File: src/rtl/cuckoo_hash_if.sv
// Handshake bundle for the cuckoo-hash insertion engine.
// The master drives keys and start; the slave (engine) returns status.
interface cuckoo_hash_if #(
  parameter int KEY_W = 32
);
  logic [KEY_W-1:0] num;
  logic             start;
  logic             ready;
  logic             done;
  logic             fail;
  logic [KEY_W-1:0] fail_key;
  logic [4:0]       kicks;

  modport master (
    output num, start,
    input  ready, done, fail, fail_key, kicks
  );

  modport slave (
    input  num, start,
    output ready, done, fail, fail_key, kicks
  );
endinterface

File: src/rtl/cuckoo_hash_top.sv
// Two-table cuckoo-hash insertion engine: storage block m1 plus a
// kick-limited insertion FSM that ping-pongs the carried key between tables.
module cuckoo_hash_mem #(
  parameter int TABLE_SIZE = 20,
  parameter int KEY_W      = 32,
  parameter int IDX_W      = 5
) (
  input  logic             clk,
  input  logic             reset,
  input  logic [IDX_W-1:0] rd1_idx,
  output logic [KEY_W-1:0] rd1_key,
  output logic             rd1_filled,
  input  logic [IDX_W-1:0] rd2_idx,
  output logic [KEY_W-1:0] rd2_key,
  output logic             rd2_filled,
  input  logic             wr1_en,
  input  logic [IDX_W-1:0] wr1_idx,
  input  logic [KEY_W-1:0] wr1_key,
  input  logic             wr2_en,
  input  logic [IDX_W-1:0] wr2_idx,
  input  logic [KEY_W-1:0] wr2_key
);
  logic [KEY_W-1:0]      table1 [TABLE_SIZE];
  logic [KEY_W-1:0]      table2 [TABLE_SIZE];
  logic [TABLE_SIZE-1:0] table1_filled;
  logic [TABLE_SIZE-1:0] table2_filled;

  assign rd1_key    = table1[rd1_idx];
  assign rd1_filled = table1_filled[rd1_idx];
  assign rd2_key    = table2[rd2_idx];
  assign rd2_filled = table2_filled[rd2_idx];

  always_ff @(posedge clk) begin
    if (reset) begin
      for (int i = 0; i < TABLE_SIZE; i++) begin
        table1[i] <= '0;
        table2[i] <= '0;
      end
      table1_filled <= '0;
      table2_filled <= '0;
    end else begin
      if (wr1_en) begin
        table1[wr1_idx]        <= wr1_key;
        table1_filled[wr1_idx] <= 1'b1;
      end
      if (wr2_en) begin
        table2[wr2_idx]        <= wr2_key;
        table2_filled[wr2_idx] <= 1'b1;
      end
    end
  end
endmodule

module cuckoo_hash_top #(
  parameter int TABLE_SIZE = 20,
  parameter int KEY_W      = 32,
  parameter int MAX_KICKS  = 16
) (
  input  logic         clk,
  input  logic         reset,
  cuckoo_hash_if.slave bus
);
  localparam int IDX_W = $clog2(TABLE_SIZE);

  localparam logic [2:0] S_IDLE  = 3'd0;
  localparam logic [2:0] S_CHECK = 3'd1;
  localparam logic [2:0] S_PUT1  = 3'd2;
  localparam logic [2:0] S_PUT2  = 3'd3;
  localparam logic [2:0] S_DONE  = 3'd4;
  localparam logic [2:0] S_FAIL  = 3'd5;

  function automatic logic [IDX_W-1:0] h1(input logic [KEY_W-1:0] k);
    return IDX_W'(k % KEY_W'(TABLE_SIZE));
  endfunction

  function automatic logic [IDX_W-1:0] h2(input logic [KEY_W-1:0] k);
    return IDX_W'((k / KEY_W'(TABLE_SIZE)) % KEY_W'(TABLE_SIZE));
  endfunction

  logic [2:0]       state_q, state_d;
  logic [KEY_W-1:0] carry_q, carry_d;
  logic [4:0]       kicks_q, kicks_d;
  logic [KEY_W-1:0] fail_key_q, fail_key_d;

  logic [IDX_W-1:0] idx1, idx2;
  logic [KEY_W-1:0] rd1_key, rd2_key;
  logic             rd1_filled, rd2_filled;
  logic             wr1_en, wr2_en;

  // Both hash slots always track the carried key, so CHECK and PUTx share one read path.
  assign idx1 = h1(carry_q);
  assign idx2 = h2(carry_q);

  cuckoo_hash_mem #(
    .TABLE_SIZE (TABLE_SIZE),
    .KEY_W      (KEY_W),
    .IDX_W      (IDX_W)
  ) m1 (
    .clk        (clk),
    .reset      (reset),
    .rd1_idx    (idx1),
    .rd1_key    (rd1_key),
    .rd1_filled (rd1_filled),
    .rd2_idx    (idx2),
    .rd2_key    (rd2_key),
    .rd2_filled (rd2_filled),
    .wr1_en     (wr1_en),
    .wr1_idx    (idx1),
    .wr1_key    (carry_q),
    .wr2_en     (wr2_en),
    .wr2_idx    (idx2),
    .wr2_key    (carry_q)
  );

  always_comb begin
    state_d    = state_q;
    carry_d    = carry_q;
    kicks_d    = kicks_q;
    fail_key_d = fail_key_q;
    wr1_en     = 1'b0;
    wr2_en     = 1'b0;
    case (state_q)
      S_IDLE: begin
        if (bus.start) begin
          carry_d    = bus.num;
          kicks_d    = '0;
          fail_key_d = '0;
          state_d    = S_CHECK;
        end
      end
      S_CHECK: begin
        if ((rd1_filled && rd1_key == carry_q) || (rd2_filled && rd2_key == carry_q))
          state_d = S_DONE;
        else
          state_d = S_PUT1;
      end
      S_PUT1: begin
        if (!rd1_filled) begin
          wr1_en  = 1'b1;
          state_d = S_DONE;
        end else if (kicks_q == 5'(MAX_KICKS)) begin
          fail_key_d = carry_q;
          state_d    = S_FAIL;
        end else begin
          wr1_en  = 1'b1;
          carry_d = rd1_key;
          kicks_d = kicks_q + 5'd1;
          state_d = S_PUT2;
        end
      end
      S_PUT2: begin
        if (!rd2_filled) begin
          wr2_en  = 1'b1;
          state_d = S_DONE;
        end else if (kicks_q == 5'(MAX_KICKS)) begin
          fail_key_d = carry_q;
          state_d    = S_FAIL;
        end else begin
          wr2_en  = 1'b1;
          carry_d = rd2_key;
          kicks_d = kicks_q + 5'd1;
          state_d = S_PUT1;
        end
      end
      S_DONE:  state_d = S_IDLE;
      S_FAIL:  state_d = S_IDLE;
      default: state_d = S_IDLE;
    endcase
  end

  always_ff @(posedge clk) begin
    if (reset) begin
      state_q    <= S_IDLE;
      carry_q    <= '0;
      kicks_q    <= '0;
      fail_key_q <= '0;
    end else begin
      state_q    <= state_d;
      carry_q    <= carry_d;
      kicks_q    <= kicks_d;
      fail_key_q <= fail_key_d;
    end
  end

  assign bus.ready    = (state_q == S_IDLE);
  assign bus.done     = (state_q == S_DONE);
  assign bus.fail     = (state_q == S_FAIL);
  assign bus.fail_key = fail_key_q;
  assign bus.kicks    = kicks_q;
endmodule

File: src/flat_wrapper.sv
// flat-port wrapper written by rule: the top's interface ports become plain ports
module cuckoo_hash_top_flat 
#(
  parameter int TABLE_SIZE = 20,
  parameter int KEY_W      = 32,
  parameter int MAX_KICKS  = 16
)
  (clk, reset, bus_num, bus_start, bus_ready, bus_done, bus_fail, bus_fail_key, bus_kicks);
  cuckoo_hash_if #(.KEY_W(KEY_W)) bus_i ();
  input  logic clk;
  input  logic reset;
  input wire logic [$bits(bus_i.num)-1:0] bus_num;
  input wire logic [$bits(bus_i.start)-1:0] bus_start;
  output wire logic [$bits(bus_i.ready)-1:0] bus_ready;
  output wire logic [$bits(bus_i.done)-1:0] bus_done;
  output wire logic [$bits(bus_i.fail)-1:0] bus_fail;
  output wire logic [$bits(bus_i.fail_key)-1:0] bus_fail_key;
  output wire logic [$bits(bus_i.kicks)-1:0] bus_kicks;
  assign bus_i.num = bus_num;
  assign bus_i.start = bus_start;
  assign bus_ready = bus_i.ready;
  assign bus_done = bus_i.done;
  assign bus_fail = bus_i.fail;
  assign bus_fail_key = bus_i.fail_key;
  assign bus_kicks = bus_i.kicks;
  cuckoo_hash_top #(.TABLE_SIZE(TABLE_SIZE), .KEY_W(KEY_W), .MAX_KICKS(MAX_KICKS)) u_core (.clk(clk), .reset(reset), .bus(bus_i));
endmodule
File: config.mk
export PLATFORM = sky130hd
export DESIGN_NAME = cuckoo_hash_top_flat
export DESIGN_NICKNAME = d
export VERILOG_FILES = /design/src/rtl/cuckoo_hash_if.sv /design/src/rtl/cuckoo_hash_top.sv /design/src/flat_wrapper.sv
export SDC_FILE = /design/constraint.sdc
export NUM_CORES = 2
export LEC_CHECK = 0
export CORE_MARGIN = 8
export CORE_UTILIZATION = 30
export CTS_CLUSTER_SIZE = 8
export DETAILED_ROUTE_END_ITERATION = 6
export HOLD_SLACK_MARGIN = 0.03
export PLACE_DENSITY_LB_ADDON = 0.25
export SETUP_SLACK_MARGIN = 0.15
export SLEW_MARGIN = 20
export SYNTH_ARGS = -nofsm -noshare
export SYNTH_HDL_FRONTEND = slang
export SYNTH_SLANG_ARGS = --single-unit
File: constraint.sdc
create_clock -name clk -period 19.5 [get_ports clk]
set_input_delay 2.925 -clock clk [delete_from_list [all_inputs] [get_ports clk]]
set_output_delay 2.925 -clock clk [all_outputs]
set_load 0.03 [all_outputs]
==> summary.txt <==
Run status
  – Status: finished with violations
  – Failing checks: design-rule violations

STA
  – Max Slew Vio Count: 0
  – Hold slack final: 449 ps
  – Final-report hold violation count: 0
  – Max Fclk: 0.0570 GHz
  – Unrepaired setup endpoints after global routing: false
  – Final worst-path cycle share: 89.9%
  – Worst-Margin Slew: 1230 ps
  – Worst Skew: 69.9 ps
  – Final setup viols: 0
  – Total negative slack: 0 ps
  – Worst slew margin: 17.3%
  – Minimum clock period: 17530 ps

Worst setup path
  – CP Data Required Time: 20000 ps
  – CP endpoint kind: flop
  – Slowest stage delay, CP: 990 ps
  – Crit Path Max Fanout: 45
  – R2R depth: 42
  – R2R Path End: u_core.m1.table1[13][0]$_SDFFCE_PN0P_
  – CP arrival: 18030 ps
  – Worst R2R Start: u_core.carry_q[30]$_SDFFE_PP0P_
  – Reg2Reg Setup Slack: 1970 ps
  – CP dominant cell by count: buf_4
  – Startpoint types: flop
  – Slowest-stage cell, CP: nor3_1
  – WS Path Type: reg2reg

Die
  – Die width: 557 um
  – Starting Density: 30.2%
  – # IOs: 75
  – DIE AREA: 0.310 mm2
  – Core area: 0.291 mm2
  – Die Y: 557 um
  – Core Rows: 198

Min path
  – Hold path depth: 1
  – Hold WC Path Type: reg2reg
  – Hold endpoint: u_core.m1.table1_filled[19]$_SDFFE_PP0P_
  – Hold Crit Start: u_core.m1.table1_filled[19]$_SDFFE_PP0P_

Clocking
  – Cts hold-fix bufs: 0
  – CTS tree: built
  – Max clock buf depth: 4
  – Clock Latency Late Sink: 900 ps
  – Clk slew on worst S/H paths: 50 ps
  – Post-CTS sizing: 0
  – CTS root buffer: clkbuf_16
  – CTS Sinks: 1776
  – Total CTS buffers: 249
  – Post-CTS Setup Repair Bufs: 0
  – H-tree Lvls: 4

Drt
  – Via count: 66300
  – Pre-antenna DRT Iters: 7
  – Drt first-iter violations: 7969
  – Drt drc: 1
  – Final wirelength: 331 mm
  – Drt via density: 5.81
  – Antenna viol nets, final: 0
  – WL/cell: 29.1 um

Yosys
  – Synth warnings: 0
  – Synthesized area per cell: 11.5 um2
  – EDFF count, synth: 1664
  – Ys flop type: edfxtp_1
  – Cell variety after synth: 137
  – Mapped cell area: 0.0878 mm2
  – Post-synth ARST share: 0%
  – Post-synthesis cell count: 7622
  – Sequential share of the synthesized area: 59.5%
  – Synth Register Bits: 1776

Global route
  – Busiest grt layer: met2
  – GR Util met2: 33.0%
  – First-pass GRT wire length: 475 mm
  – Grt met1 use: 27.9%
  – Largest net degree at the start of global routing: 136
  – Initial antenna violation count: 13
  – Met3 usage: 3.65%
  – Overflow left after global routing: 0
  – Total track usage: 20.5%
  – Vias in the first global route: 64000

Cells and area
  – Total Nets Final: 7397
  – Fillers: 28800
  – N_diodes: 0
  – Share of cells above drive strength 1: 13.0%
  – Area growth from synthesis to layout: 13.4%

Placed design
  – Port bufs: 74
  – Placer congestion estimate: 0.871
  – Detail Placement HPWL: 199 mm

Run
  – Max cap viols: 0
## cells in the final DEF, fill, tap and decap left out, types with 127 or more instances in the layout
cell type / instances
a31oi_1: 174
and3_1: 180
buf_4: 220
clkbuf_1: 127
clkbuf_16: 249
edfxtp_1: 1664
mux4_2: 220
nand2_1: 1088
nand3_1: 183
nor2_1: 265
nor3_1: 1122
nor4_1: 150
o21ai_0: 147
## through the flow
stage          util [%]  worst slack, ps  cells  instance area (um2)
3_5_place_dp       31.8             2490  11000                92700
5_1_grt            34.2              963  11400                99500
6_report           34.2             1970  11400                99500
2_1_floorplan         -             4540   7641                87900
4_1_cts            34.2             2440  11400                99500
3_3_place_gp       31.8             2600  11000                92600
## Yosys cell counts (all sizes together), types with 20 or more instances
| master | instances | area share (%) |
|---|---|---|
| a2111oi | 27 | 0.35 |
| nor4 | 161 | 1.2 |
| a311oi | 46 | 0.52 |
| o22ai | 43 | 0.33 |
| nor2 | 282 | 1.3 |
| dfxtp | 112 | 2.6 |
| edfxtp | 1664 | 57 |
| mux2i | 111 | 1.3 |
| a21oi | 122 | 0.70 |
| nand2 | 1100 | 4.7 |
| a31o | 30 | 0.30 |
| o21ai | 226 | 1.3 |
| buf | 227 | 1.4 |
| and2 | 121 | 0.86 |
| o32a | 20 | 0.23 |
| inv | 39 | 0.17 |
| nand4 | 31 | 0.22 |
| a211oi | 55 | 0.53 |
| mux2 | 26 | 0.34 |
| a31oi | 178 | 1.3 |
| nor3 | 1133 | 6.5 |
| mux4 | 220 | 5.6 |
| a22oi | 45 | 0.39 |
| o2111ai | 29 | 0.32 |
| and3 | 180 | 1.3 |
| xnor2 | 86 | 0.86 |
| clkbuf | 615 | 2.6 |
| a22o | 29 | 0.29 |
| nand3 | 191 | 1.1 |
| a211o | 24 | 0.24 |
| a21o | 65 | 0.56 |
| o211ai | 39 | 0.35 |
## worst max-delay path: cells and delay by family, from the launching register on
kind	cells	cell delay, ps
AO/OA/AOI/OAI	16	6550
XOR/XNOR	2	460
adder cells (fa/ha/maj)	1	380
buffers and inverters	5	1850
flip-flops	1	850
multiplexers	1	130
AND/OR/NAND/NOR	17	6830
## layer usage
| layer | vias up | part of all wire (%) |
|---|---|---|
| met3 | 556 | 8.3 |
| met5 | - | 0.0039 |
| met4 | 2 | 3.9 |
| met2 | 3133 | 47 |
| li1 | 28600 | - |
| met1 | 34000 | 41 |
## registers in the layout (all words and copies together) (netlist names)
| signal | flops |
|---|---|
| u_core.m1.table2_filled | 20 |
| u_core.bus.kicks | 5 |
| u_core.bus.fail_key | 32 |
| u_core.m1.table2 | 1024 |
| u_core.state_q | 3 |
| u_core.carry_q | 32 |
| u_core.m1.table1 | 640 |
| u_core.m1.table1_filled | 20 |
## layout make-up
type	instances	area [um2]	share of cell area [%]
timing repair buffer	308	2650	2.67
sequential	1776	52200	52.5
tap	3900	4880	4.90
inverter	48	185	0.186
multi-input combinational	4975	32700	32.9
clock buffer	376	6710	6.74
clock inverter	12	134	0.135
## kinds of logic (layout without fill, tap and decap cells)
family          after synthesis  count (layout)  share of synthesized area (%)
xor+xnor                     93              93                          0.928
buf+inv                     890             744                           4.20
fa+ha+maj                     7               7                         0.0912
flops                      1776            1776                           59.5
other cells                   1              20                        0.00427
compound gates             1197            1197                           10.1
mux                         357             357                           7.25
simple gates               3301            3301                           18.0
## worst max-delay path by stage
| stage | from | to | slack, ps | cells after the start |
|---|---|---|---|---|
| 5_1_grt | u_core.carry_q[30]$_SDFFE_PP0P_ | u_core.m1.table1[9][4]$_SDFFCE_PN0P_ | 960 | 43 |
| 3_5_place_dp | u_core.carry_q[30]$_SDFFE_PP0P_ | u_core.m1.table2[15][6]$_SDFFCE_PN0P_ | 2490 | 42 |
| 6_report | u_core.carry_q[30]$_SDFFE_PP0P_ | u_core.m1.table1[13][0]$_SDFFCE_PN0P_ | 1970 | 42 |
| 2_1_floorplan | u_core.carry_q[27]$_SDFFE_PP0P_ | u_core.m1.table2[25][0]$_DFFE_PP_ | 4540 | 52 |
| 4_1_cts | u_core.carry_q[30]$_SDFFE_PP0P_ | u_core.m1.table1[9][10]$_SDFFCE_PN0P_ | 2440 | 42 |
| 3_3_place_gp | u_core.carry_q[30]$_SDFFE_PP0P_ | u_core.m1.table1[13][24]$_SDFFCE_PN0P_ | 2600 | 41 |
Power is left out: the tool's default activity adds up to more than one toggle a clock period on the data nets, which glitch-free logic cannot reach.
